==> config.mk <==
export PLATFORM = sky130hd
export DESIGN_NAME = midi_preset_ctrl_flat
export DESIGN_NICKNAME = d
export VERILOG_FILES = /design/src/rtl/midi_pkg.sv /design/src/rtl/midi_preset_ctrl_if.sv /design/src/rtl/rr_arbiter.sv /design/src/rtl/midi_preset_ctrl.sv /design/src/flat_wrapper.sv
export SDC_FILE = /design/constraint.sdc
export NUM_CORES = 1
export LEC_CHECK = 0
export CAP_MARGIN = 20
export CORE_ASPECT_RATIO = 1.25
export CORE_MARGIN = 4
export CORE_UTILIZATION = 40
export CTS_BUF_LIST = sky130_fd_sc_hd__clkbuf_2
export DETAILED_ROUTE_END_ITERATION = 10
export GPL_TIMING_DRIVEN = 0
export PLACE_DENSITY = 0.68
export SYNTH_ARGS = -nofsm -noshare
export SYNTH_HDL_FRONTEND = slang
export SYNTH_SLANG_ARGS = --single-unit
==> constraint.sdc <==
create_clock -name clk -period 2.6 [get_ports clk]
set_input_delay 0.78 -clock clk [delete_from_list [all_inputs] [get_ports clk]]
set_output_delay 0.78 -clock clk [all_outputs]
set_load 0.05 [all_outputs]
==> src/rtl/midi_pkg.sv <==
// Shared types and constants for the MIDI preset controller: message record,
// FSM state encoding and the channel-override helper.
package midi_pkg;

   localparam logic [7:0] CC_MSG = 8'hB0;
   localparam logic [7:0] PC_MSG = 8'hC0;

   typedef struct packed {
      logic [7:0] status;
      logic [7:0] data1;
      logic [7:0] data2;
      logic [1:0] len;
   } midi_msg_t;

   typedef enum logic [2:0] {
      IDLE,
      LOAD,
      S_STAT,
      S_D1,
      S_D2
   } state_t;

   // Only channel-voice status bytes (0x80..0xEF) carry a channel nibble.
   function automatic logic [7:0] force_chan(input logic [7:0] status, input int fc);
      logic [7:0] res;
      res = status;
      if (fc != 0 && status >= 8'h80 && status <= 8'hEF) begin
         res = {status[7:4], 4'(fc - 1)};
      end
      return res;
   endfunction

endpackage

==> src/rtl/midi_preset_ctrl_if.sv <==
// Bundles the button, receiver and byte-serial transmitter signals of the
// preset controller; the controller takes the slave view.
interface midi_preset_ctrl_if #(
   parameter int NUM_BUTTONS = 4
);
   logic [NUM_BUTTONS-1:0] btn_press;
   logic                   learn;
   logic                   clear_all;
   logic                   rx_valid;
   logic [7:0]             rx_status;
   logic [7:0]             rx_data1;
   logic [7:0]             rx_data2;
   logic [1:0]             rx_len;
   logic                   tx_valid;
   logic [7:0]             tx_byte;
   logic                   tx_ready;
   logic [NUM_BUTTONS-1:0] learned;
   logic                   armed;
   logic                   busy;

   modport master (
      output btn_press, learn, clear_all, rx_valid, rx_status, rx_data1, rx_data2, rx_len, tx_ready,
      input  tx_valid, tx_byte, learned, armed, busy
   );

   modport slave (
      input  btn_press, learn, clear_all, rx_valid, rx_status, rx_data1, rx_data2, rx_len, tx_ready,
      output tx_valid, tx_byte, learned, armed, busy
   );
endinterface

==> src/rtl/rr_arbiter.sv <==
// Round-robin pick: first set request at or after ptr, wrapping around.
module rr_arbiter #(
   parameter int N     = 4,
   parameter int IDX_W = (N > 1) ? $clog2(N) : 1
) (
   input  logic [N-1:0]     pending,
   input  logic [IDX_W-1:0] ptr,
   output logic [IDX_W-1:0] grant,
   output logic             valid
);

   always_comb begin
      grant = '0;
      valid = 1'b0;
      for (int k = 0; k < N; k++) begin
         if (!valid && pending[(int'(ptr) + k) % N]) begin
            valid = 1'b1;
            grant = IDX_W'((int'(ptr) + k) % N);
         end
      end
   end

endmodule

==> src/rtl/midi_preset_ctrl.sv <==
// MIDI preset controller: per-button learned/default messages, round-robin
// playback queue, toggle mode, channel override, byte-level TX handshake.
//
// state  | meaning
// IDLE   | nothing in flight; waits for a pending press (playback mode only)
// LOAD   | grant a slot, latch its message
// S_STAT | offering status byte
// S_D1   | offering data1
// S_D2   | offering data2
module midi_preset_ctrl
   import midi_pkg::*;
#(
   parameter int                     NUM_BUTTONS   = 4,
   parameter logic [7:0]             BASE_CC       = 8'd46,
   parameter logic [NUM_BUTTONS-1:0] TOGGLE_MASK   = '0,
   parameter int                     FORCE_CHANNEL = 0
) (
   input  logic               clk,
   input  logic               rst,
   midi_preset_ctrl_if.slave  bus
);

   localparam int IDX_W = (NUM_BUTTONS > 1) ? $clog2(NUM_BUTTONS) : 1;

   state_t                 state_q, state_d;
   logic [NUM_BUTTONS-1:0] pending_q, pending_d;
   logic [IDX_W-1:0]       rr_ptr_q, rr_ptr_d;
   midi_msg_t              msg_q, msg_d;
   midi_msg_t              slot_q [NUM_BUTTONS];
   midi_msg_t              slot_d [NUM_BUTTONS];
   logic [NUM_BUTTONS-1:0] learned_q, learned_d;
   logic [NUM_BUTTONS-1:0] toggle_q, toggle_d;
   logic                   armed_q, armed_d;
   logic [IDX_W-1:0]       arm_idx_q, arm_idx_d;

   logic [IDX_W-1:0]       gnt_idx;
   logic                   gnt_valid;
   logic [IDX_W-1:0]       press_idx;
   midi_msg_t              sel_msg;
   logic                   hs;

   rr_arbiter #(.N(NUM_BUTTONS), .IDX_W(IDX_W)) u_arb (
      .pending (pending_q),
      .ptr     (rr_ptr_q),
      .grant   (gnt_idx),
      .valid   (gnt_valid)
   );

   always_comb begin
      press_idx = '0;
      for (int i = NUM_BUTTONS - 1; i >= 0; i--) begin
         if (bus.btn_press[i]) press_idx = IDX_W'(i);
      end
   end

   // Toggle-mode buttons zero data2 on every other grant, learned or not.
   always_comb begin
      sel_msg = slot_q[gnt_idx];
      if (!learned_q[gnt_idx]) begin
         sel_msg.status = CC_MSG;
         sel_msg.data1  = (BASE_CC + 8'(gnt_idx)) & 8'h7F;
         sel_msg.data2  = 8'h7F;
         sel_msg.len    = 2'd3;
      end
      if (TOGGLE_MASK[gnt_idx] && !toggle_q[gnt_idx]) sel_msg.data2 = 8'h00;
      sel_msg.status = force_chan(sel_msg.status, FORCE_CHANNEL);
   end

   always_comb begin
      bus.tx_valid = 1'b0;
      bus.tx_byte  = 8'h00;
      case (state_q)
         S_STAT: begin bus.tx_valid = 1'b1; bus.tx_byte = msg_q.status; end
         S_D1:   begin bus.tx_valid = 1'b1; bus.tx_byte = msg_q.data1;  end
         S_D2:   begin bus.tx_valid = 1'b1; bus.tx_byte = msg_q.data2;  end
         default: ;
      endcase
   end

   assign hs          = bus.tx_valid && bus.tx_ready;
   assign bus.learned = learned_q;
   assign bus.armed   = armed_q;
   assign bus.busy    = (state_q != IDLE) || (|pending_q);

   always_comb begin
      state_d   = state_q;
      pending_d = pending_q;
      rr_ptr_d  = rr_ptr_q;
      msg_d     = msg_q;
      slot_d    = slot_q;
      learned_d = learned_q;
      toggle_d  = toggle_q;
      armed_d   = armed_q;
      arm_idx_d = arm_idx_q;

      case (state_q)
         IDLE: if ((|pending_q) && !bus.learn) state_d = LOAD;
         LOAD: begin
            if (gnt_valid) begin
               pending_d[gnt_idx] = 1'b0;
               rr_ptr_d = (int'(gnt_idx) == NUM_BUTTONS - 1) ? '0 : gnt_idx + 1'b1;
               msg_d    = sel_msg;
               if (TOGGLE_MASK[gnt_idx]) toggle_d[gnt_idx] = ~toggle_q[gnt_idx];
               state_d  = S_STAT;
            end else begin
               state_d = IDLE;
            end
         end
         S_STAT: if (hs) state_d = (msg_q.len >= 2'd2) ? S_D1 : IDLE;
         S_D1:   if (hs) state_d = (msg_q.len == 2'd3) ? S_D2 : IDLE;
         S_D2:   if (hs) state_d = IDLE;
         default: state_d = IDLE;
      endcase

      // Applied after the grant so a press on the granted button queues it again.
      if (!bus.learn) pending_d = pending_d | bus.btn_press;

      if (bus.clear_all) begin
         learned_d = '0;
         toggle_d  = '1;
      end

      if (!bus.learn) begin
         armed_d = 1'b0;
      end else if (|bus.btn_press) begin
         armed_d   = 1'b1;
         arm_idx_d = press_idx;
      end else if (armed_q && bus.rx_valid && bus.rx_len != 2'd0) begin
         slot_d[arm_idx_q]    = '{status: bus.rx_status, data1: bus.rx_data1,
                                  data2: bus.rx_data2, len: bus.rx_len};
         learned_d[arm_idx_q] = 1'b1;
         armed_d              = 1'b0;
      end
   end

   always_ff @(posedge clk or negedge rst) begin
      if (!rst) begin
         state_q   <= IDLE;
         pending_q <= '0;
         rr_ptr_q  <= '0;
         msg_q     <= '0;
         learned_q <= '0;
         toggle_q  <= '1;
         armed_q   <= 1'b0;
         arm_idx_q <= '0;
         for (int i = 0; i < NUM_BUTTONS; i++) slot_q[i] <= '0;
      end else begin
         state_q   <= state_d;
         pending_q <= pending_d;
         rr_ptr_q  <= rr_ptr_d;
         msg_q     <= msg_d;
         learned_q <= learned_d;
         toggle_q  <= toggle_d;
         armed_q   <= armed_d;
         arm_idx_q <= arm_idx_d;
         slot_q    <= slot_d;
      end
   end

endmodule

==> src/flat_wrapper.sv <==
// flat-port wrapper written by rule: the top's interface ports become plain ports
module midi_preset_ctrl_flat import midi_pkg::*;
#(
   parameter int                     NUM_BUTTONS   = 4,
   parameter logic [7:0]             BASE_CC       = 8'd46,
   parameter logic [NUM_BUTTONS-1:0] TOGGLE_MASK   = '0,
   parameter int                     FORCE_CHANNEL = 0
)
  (clk, rst, bus_btn_press, bus_learn, bus_clear_all, bus_rx_valid, bus_rx_status, bus_rx_data1, bus_rx_data2, bus_rx_len, bus_tx_ready, bus_tx_valid, bus_tx_byte, bus_learned, bus_armed, bus_busy);
  midi_preset_ctrl_if #(.NUM_BUTTONS(NUM_BUTTONS)) bus_i ();
  input  logic clk;
  input  logic rst;
  input wire logic [$bits(bus_i.btn_press)-1:0] bus_btn_press;
  input wire logic [$bits(bus_i.learn)-1:0] bus_learn;
  input wire logic [$bits(bus_i.clear_all)-1:0] bus_clear_all;
  input wire logic [$bits(bus_i.rx_valid)-1:0] bus_rx_valid;
  input wire logic [$bits(bus_i.rx_status)-1:0] bus_rx_status;
  input wire logic [$bits(bus_i.rx_data1)-1:0] bus_rx_data1;
  input wire logic [$bits(bus_i.rx_data2)-1:0] bus_rx_data2;
  input wire logic [$bits(bus_i.rx_len)-1:0] bus_rx_len;
  input wire logic [$bits(bus_i.tx_ready)-1:0] bus_tx_ready;
  output wire logic [$bits(bus_i.tx_valid)-1:0] bus_tx_valid;
  output wire logic [$bits(bus_i.tx_byte)-1:0] bus_tx_byte;
  output wire logic [$bits(bus_i.learned)-1:0] bus_learned;
  output wire logic [$bits(bus_i.armed)-1:0] bus_armed;
  output wire logic [$bits(bus_i.busy)-1:0] bus_busy;
  assign bus_i.btn_press = bus_btn_press;
  assign bus_i.learn = bus_learn;
  assign bus_i.clear_all = bus_clear_all;
  assign bus_i.rx_valid = bus_rx_valid;
  assign bus_i.rx_status = bus_rx_status;
  assign bus_i.rx_data1 = bus_rx_data1;
  assign bus_i.rx_data2 = bus_rx_data2;
  assign bus_i.rx_len = bus_rx_len;
  assign bus_i.tx_ready = bus_tx_ready;
  assign bus_tx_valid = bus_i.tx_valid;
  assign bus_tx_byte = bus_i.tx_byte;
  assign bus_learned = bus_i.learned;
  assign bus_armed = bus_i.armed;
  assign bus_busy = bus_i.busy;
  midi_preset_ctrl #(.NUM_BUTTONS(NUM_BUTTONS), .BASE_CC(BASE_CC), .TOGGLE_MASK(TOGGLE_MASK), .FORCE_CHANNEL(FORCE_CHANNEL)) u_core (.clk(clk), .rst(rst), .bus(bus_i));
endmodule
### After elaboration in Yosys (flattened, before gate mapping)

Cells that the tools add are included.
Widths: inputs -> output; s select.

| storage, ports and cells | value |
|---|---|
| bits in registers | 150 |
| output and inout port bits | 15 |
| word-level logic and storage cells | 167 |

| cells by class | value |
|---|---|
| add/subtract/negate cells | 5 |
| $lt $le $gt $ge | 12 |
| equality and inequality tests | 11 |
| multiplexer cells | 67 |
| bitwise operators | 11 |
| reductions and logical operators | 34 |

Operators with widths:

| operator | count |
|---|---|
| $bwmux 104 | 1 |
| $mux 26 | 4 |
| $bmux 26 s2 | 1 |
| $demux 26 s2 | 1 |
| $mux 4 | 11 |
| $pmux 8 s3 | 1 |
| $mux 2 | 11 |
| $mux 1 | 20 |
| $mux 3 | 5 |
| $pmux 3 s5 | 1 |
| $bmux 1 s2 | 7 |
| $lt 3x4->1 const B | 3 |
| $logic_and 1x1->1 | 11 |
| $lt 2x3->1 const B | 3 |
| $mux 8 | 1 |
| $ne 2x1->1 const B | 4 |
| $or 4x4->4 | 2 |
| $reduce_bool 2->1 | 4 |
| $reduce_or 4->1 | 2 |
| $add 6x2->7 const A | 1 |
| $eq 3x2->1 const B | 2 |
| $ge 3x3->1 const B | 2 |
| $not 2->3 | 2 |
| $reduce_and 3->1 | 2 |
| 24 further kinds | 38 |

### Depth between registers and ports, before layout

| depth | value |
|---|---|
| depth after elaboration | 24 |
| depth in mapped cells | 12 |

### By module

Synthesis repeated with hierarchy kept, for this count alone.

| second synthesis, totals | value |
|---|---|
| cells, all modules | 491 |
| area, all modules | 6732.7 µm² |

Modules (own cells, without submodules):

| module | times used | cells each | area an instance (µm²) |
|---|---|---|---|
| midi_preset_ctrl | 1 | 476 | 6655.1 |
| rr_arbiter | 1 | 15 | 77.6 |

### Worst setup path before layout

No wires, ideal clock.

| timing | value |
|---|---|
| path kind | reg-to-output |
| start | register u_core.state_q[0] |
| end | output port bus_tx_byte[0] |
| arrival time | 2.158 ns |
| data required time | 1.820 ns |
| setup slack | -0.338 ns |
| stages on the path, launching flop included | 5 |
| buffers on the path | 2 |
| cells stage by stage | dfrtp_1 clkbuf_1 buf_1 mux2i_1 o21ai_0 |

| between the ends | value |
|---|---|
| cells in the longest elaborated chain, start to end | 2 |
| elaborated cells between the ends (all ways) | 4 |
| classes of those cells | eq/ne: 3; mux: 1 |

RTL lines:

| element | RTL line | text |
|---|---|---|
| from (decl) | midi_preset_ctrl.sv:25 | `state_t state_q, state_d;` |
| from (signal assigned) | midi_preset_ctrl.sv:148 | `state_q <= state_d;` |
| $eq 3x3->1 / $eq 3x2->1 (equally long branches) | midi_preset_ctrl.sv:72 | `case (state_q)` |
| $pmux 8 s3 * | midi_preset_ctrl.sv:72 |  |
| to (decl) | flat_wrapper.sv:23 | `output wire logic [$bits(bus_i.tx_byte)-1:0] bus_tx_byte;` |

Every way passes the cells marked *; elsewhere a longest branch is shown, timed or not.

### Worst setup path after layout

| timing | value |
|---|---|
| start | register u_core.pending_q[2] |
| end | output port bus_busy |

| between the ends | value |
|---|---|
| cells in the longest elaborated chain, start to end | 2 |

RTL lines:

| element | RTL line | text |
|---|---|---|
| from (decl) | midi_preset_ctrl.sv:26 | `logic [NUM_BUTTONS-1:0] pending_q, pending_d;` |
| from (signal assigned) | midi_preset_ctrl.sv:149 | `pending_q <= pending_d;` |
| $reduce_or 4->1 | midi_preset_ctrl.sv:83 | `assign bus.busy = (state_q != IDLE) \|\| (\|pending_q);` |
| $logic_or 1x1->1 | midi_preset_ctrl.sv:83 |  |
| to (decl) | flat_wrapper.sv:26 | `output wire logic [$bits(bus_i.busy)-1:0] bus_busy;` |

Every way passes these cells.

==> results.txt <==
Post-DP HPWL: 11600 microns
DRT iter0 DRCs: 332
Max cap viols: 0
Finished Cell Area: 0.00793 sq mm
Starting density of the core: 0.410
Gate power share: 0.466
CTS root buf: clkbuf_2
Fillers: 1487
Asr flop ratio synth: 1.00
Met2 Resource Use GR: 0.322
Syn Nets: 645
Row count: 52
Worst Setup Path Type: register to primary output
Synthesized flop and latch total: 146
Status: complete, but fails checks
Setup-failing EPs final: 10
Via density per instance: 5.38
Core area: 0.0163 sq mm
Most used DFF post-synth: dfrtp_1
Failing checks: negative setup slack
Met3 usage: 0.0334
Final Hold Vio Count: 0
Placed inst area: 0.00746 sq mm
H-tree depth: 4
Sequential share of power: 0.359
Clock Power Share: 0.175
CP max FO: 2
Syn-to-layout area delta: 18.9%
CP Launch Type: register
Share of cells above drive strength 1: 0.302
CP Cell Sequence: or4_4, or4_4, buf_8
Maximum buffer depth of the clock tree: 2
Clock transition at path regs: 0.23 ns
Antenna violations before repair: 1
Final core occ: 0.487
Switching share of power: 0.449
Met1 GRT Util: 0.225
Pleak: 0.00367 uW
Peak Freq: 326 MHz
Hold WC Path Type: input pin to asynchronous set/reset pin
Unique masters post-synth: 41
PortBufs: 50
Worst Skew: 0.0360 ns
DRT Pass-1 Iters: 7
Synth cell count leaders: dfrtp_1, nand2_1, mux2_2, nand3_1, o21ai_0
Worst slew margin: 0.536
Yosys synthesis warning count: 0
Crit end category: primary output
Peak VDD IR: 0.000326 V
Area share of the largest cell type after synthesis: 0.548
Number of global-route vias before repair: 5239
Critical path arrival: 2.29 ns
Number of enable flip-flop cells after synthesis: 0
ANT nets after route: 0
Die extent in x: 123 microns
Slew @ Worst Pin: 0.697 ns
GRT Util Overall: 0.185
Post-route setup slack: -0.470 ns
Slowest stage delay, CP: 0.54 ns
Req. time, crit path: 1.82 ns
CTS tree: built
Clock latency on the worst-skew pair: 0.72 ns
P_int: 3980 uW
Syn Inst Count: 608
Die span in y: 152 microns
Yosys top cell by area: dfrtp_1
CTS Buf Count: 17
Mapped cell area: 0.00667 sq mm
GRT overflow: 0
Drt drc: 0
Slew Limit Fails: 0
Routed via count: 4925
Fin nets: 722
Routed WL: 16600 microns
Final Wtd Congestion: 0.858
Avg Cell Area, Syn: 11.0 sq um
Top post-synthesis cells by area: dfrtp_1, mux2_2, nand2_1
Largest net degree at the start of global routing: 76
Setup repair after global routing missed its margin: yes
Num ports: 51
Die footprint: 0.0188 sq mm
Final worst path period need: 3.07 ns
Setup WS pre-CTS: -1.11 ns
Sink Count: 146
Routed len/inst: 18.2 microns
CP max-delay cell: or4_4
Switch Pwr: 3250 uW
Final Cycle Share: 1.18
Most frequent cell after synthesis: dfrtp_1
Seq/Total Area, Yosys: 0.548
Most crowded layer after global routing: met2
First-pass GRT wire length: 27200 microns
CP dominant cell by count: or4_4
Pwr Density: 912 mW/mm^2
## layout make-up
type	instances	area (sq um)	area share
Clock buffer	17	85.1	0.0107
Timing Repair Buffer	61	631	0.0795
Clock inverter	15	149	0.0188
Buffer	36	203	0.0256
Tap cell	216	270	0.0341
Antenna cell	1	2.50	0.000316
Sequential cell	146	3660	0.461
Multi-Input combinational cell	410	2880	0.363
Inverter	13	50.0	0.00631
## per-layer routing
| layer | share of wire | routed length, microns | vias to the layer above |
|---|---|---|---|
| met5 | 0 | 0 | - |
| met4 | 0.026 | 434 | 0 |
| met3 | 0.039 | 657 | 32 |
| met2 | 0.53 | 8820 | 144 |
| met1 | 0.40 | 6730 | 2476 |
| li1 | - | - | 2273 |
## flip-flops by register name, indices dropped and copies added, names as in the netlist
name,count
u_core.arm_idx_q,2
u_core.bus.armed,1
u_core.bus.learned,4
u_core.msg_q,26
u_core.pending_q,4
u_core.rr_ptr_q,2
u_core.slot_q,104
u_core.state_q,3
## path summary, 6_finish.rpt
path,start,endpoint,slack (ns),cells after the start
min in group clk,u_core.msg_q[9]$_DFFE_PN0P_,u_core.msg_q[9]$_DFFE_PN0P_,0.51,2
worst max-delay path,u_core.pending_q[2]$_DFF_PN0_,bus_busy,-0.47,3
worst min-delay path,rst,u_core.slot_q[71]$_DFFE_PN0P_,0.04,1
worst max register to register,u_core.rr_ptr_q[1]$_DFFE_PN0P_,u_core.msg_q[2]$_DFFE_PN0P_,0.20,9
worst min register to register,u_core.msg_q[9]$_DFFE_PN0P_,u_core.msg_q[9]$_DFFE_PN0P_,0.51,2
max in group asynchronous,rst,u_core.slot_q[101]$_DFFE_PN0P_,1.75,2
## cells by family after synthesis
logic type	share of synthesized area
AND/OR/NAND/NOR	0.142
flip-flops	0.548
multiplexers	0.199
AO/OA/AOI/OAI	0.0734
adder cells (fa/ha/maj)	0.00188
buffers and inverters	0.0362
## through the flow
step / power [uW] / hold WS [ns] / setup TNS (ns) / std cells
after floorplan: 4610 / 0.438 / 0 / 608
after global placement: 5690 / 0.459 / -774.18 / 874
after detailed placement: 5720 / 0.465 / -88.40 / 875
after CTS: 7190 / 0.0261 / -1.82 / 912
after global routing: 7660 / 0.0499 / -2.32 / 915
final: 7230 / 0.0441 / -1.54 / 915
## critical path, delay by kind of cell (launching register included)
| family | cells | cell delay (ns) |
|---|---|---|
| buffers and inverters | 1 | 0.17 |
| DFF | 1 | 0.43 |
| and+or+nand+nor | 2 | 0.98 |
## layout by cell type, fill, tap and decap left out, types with 7 or more instances in the layout
master and n:
a21oi_1 9, a31oi_1 13, and3_1 15, buf_2 9, buf_4 14, buf_6 11, clkbuf_1 9, clkbuf_2 26
clkdlybuf4s50_1 34, dfrtp_1 143, inv_1 12, mux2_2 104, mux2i_1 10, nand2_1 137, nand3_1 27, nand4_1 9
nor2_1 7, o21ai_0 15, o21ai_2 8, o22a_1 14
## power groups by stage
stage | Clock [uW] | Sequential (uW) | Combinational, uW
after floorplan | 0 | 2590 | 2010
after CTS | 1300 | 2590 | 3300
after detailed placement | 0 | 2630 | 3080
final | 1260 | 2600 | 3370
after global routing | 1390 | 2620 | 3650
after global placement | 0 | 2620 | 3070
## timing repair
action                     CTS  global route
cloned                       0             0
pin swaps                    1             0
setup endpoints to repair   90            55
hold endpoints to repair     0             0
hold buffers                 0             0
resized for setup          106            15
buffers inserted             8             2
(Power assumes the default switching activity.)
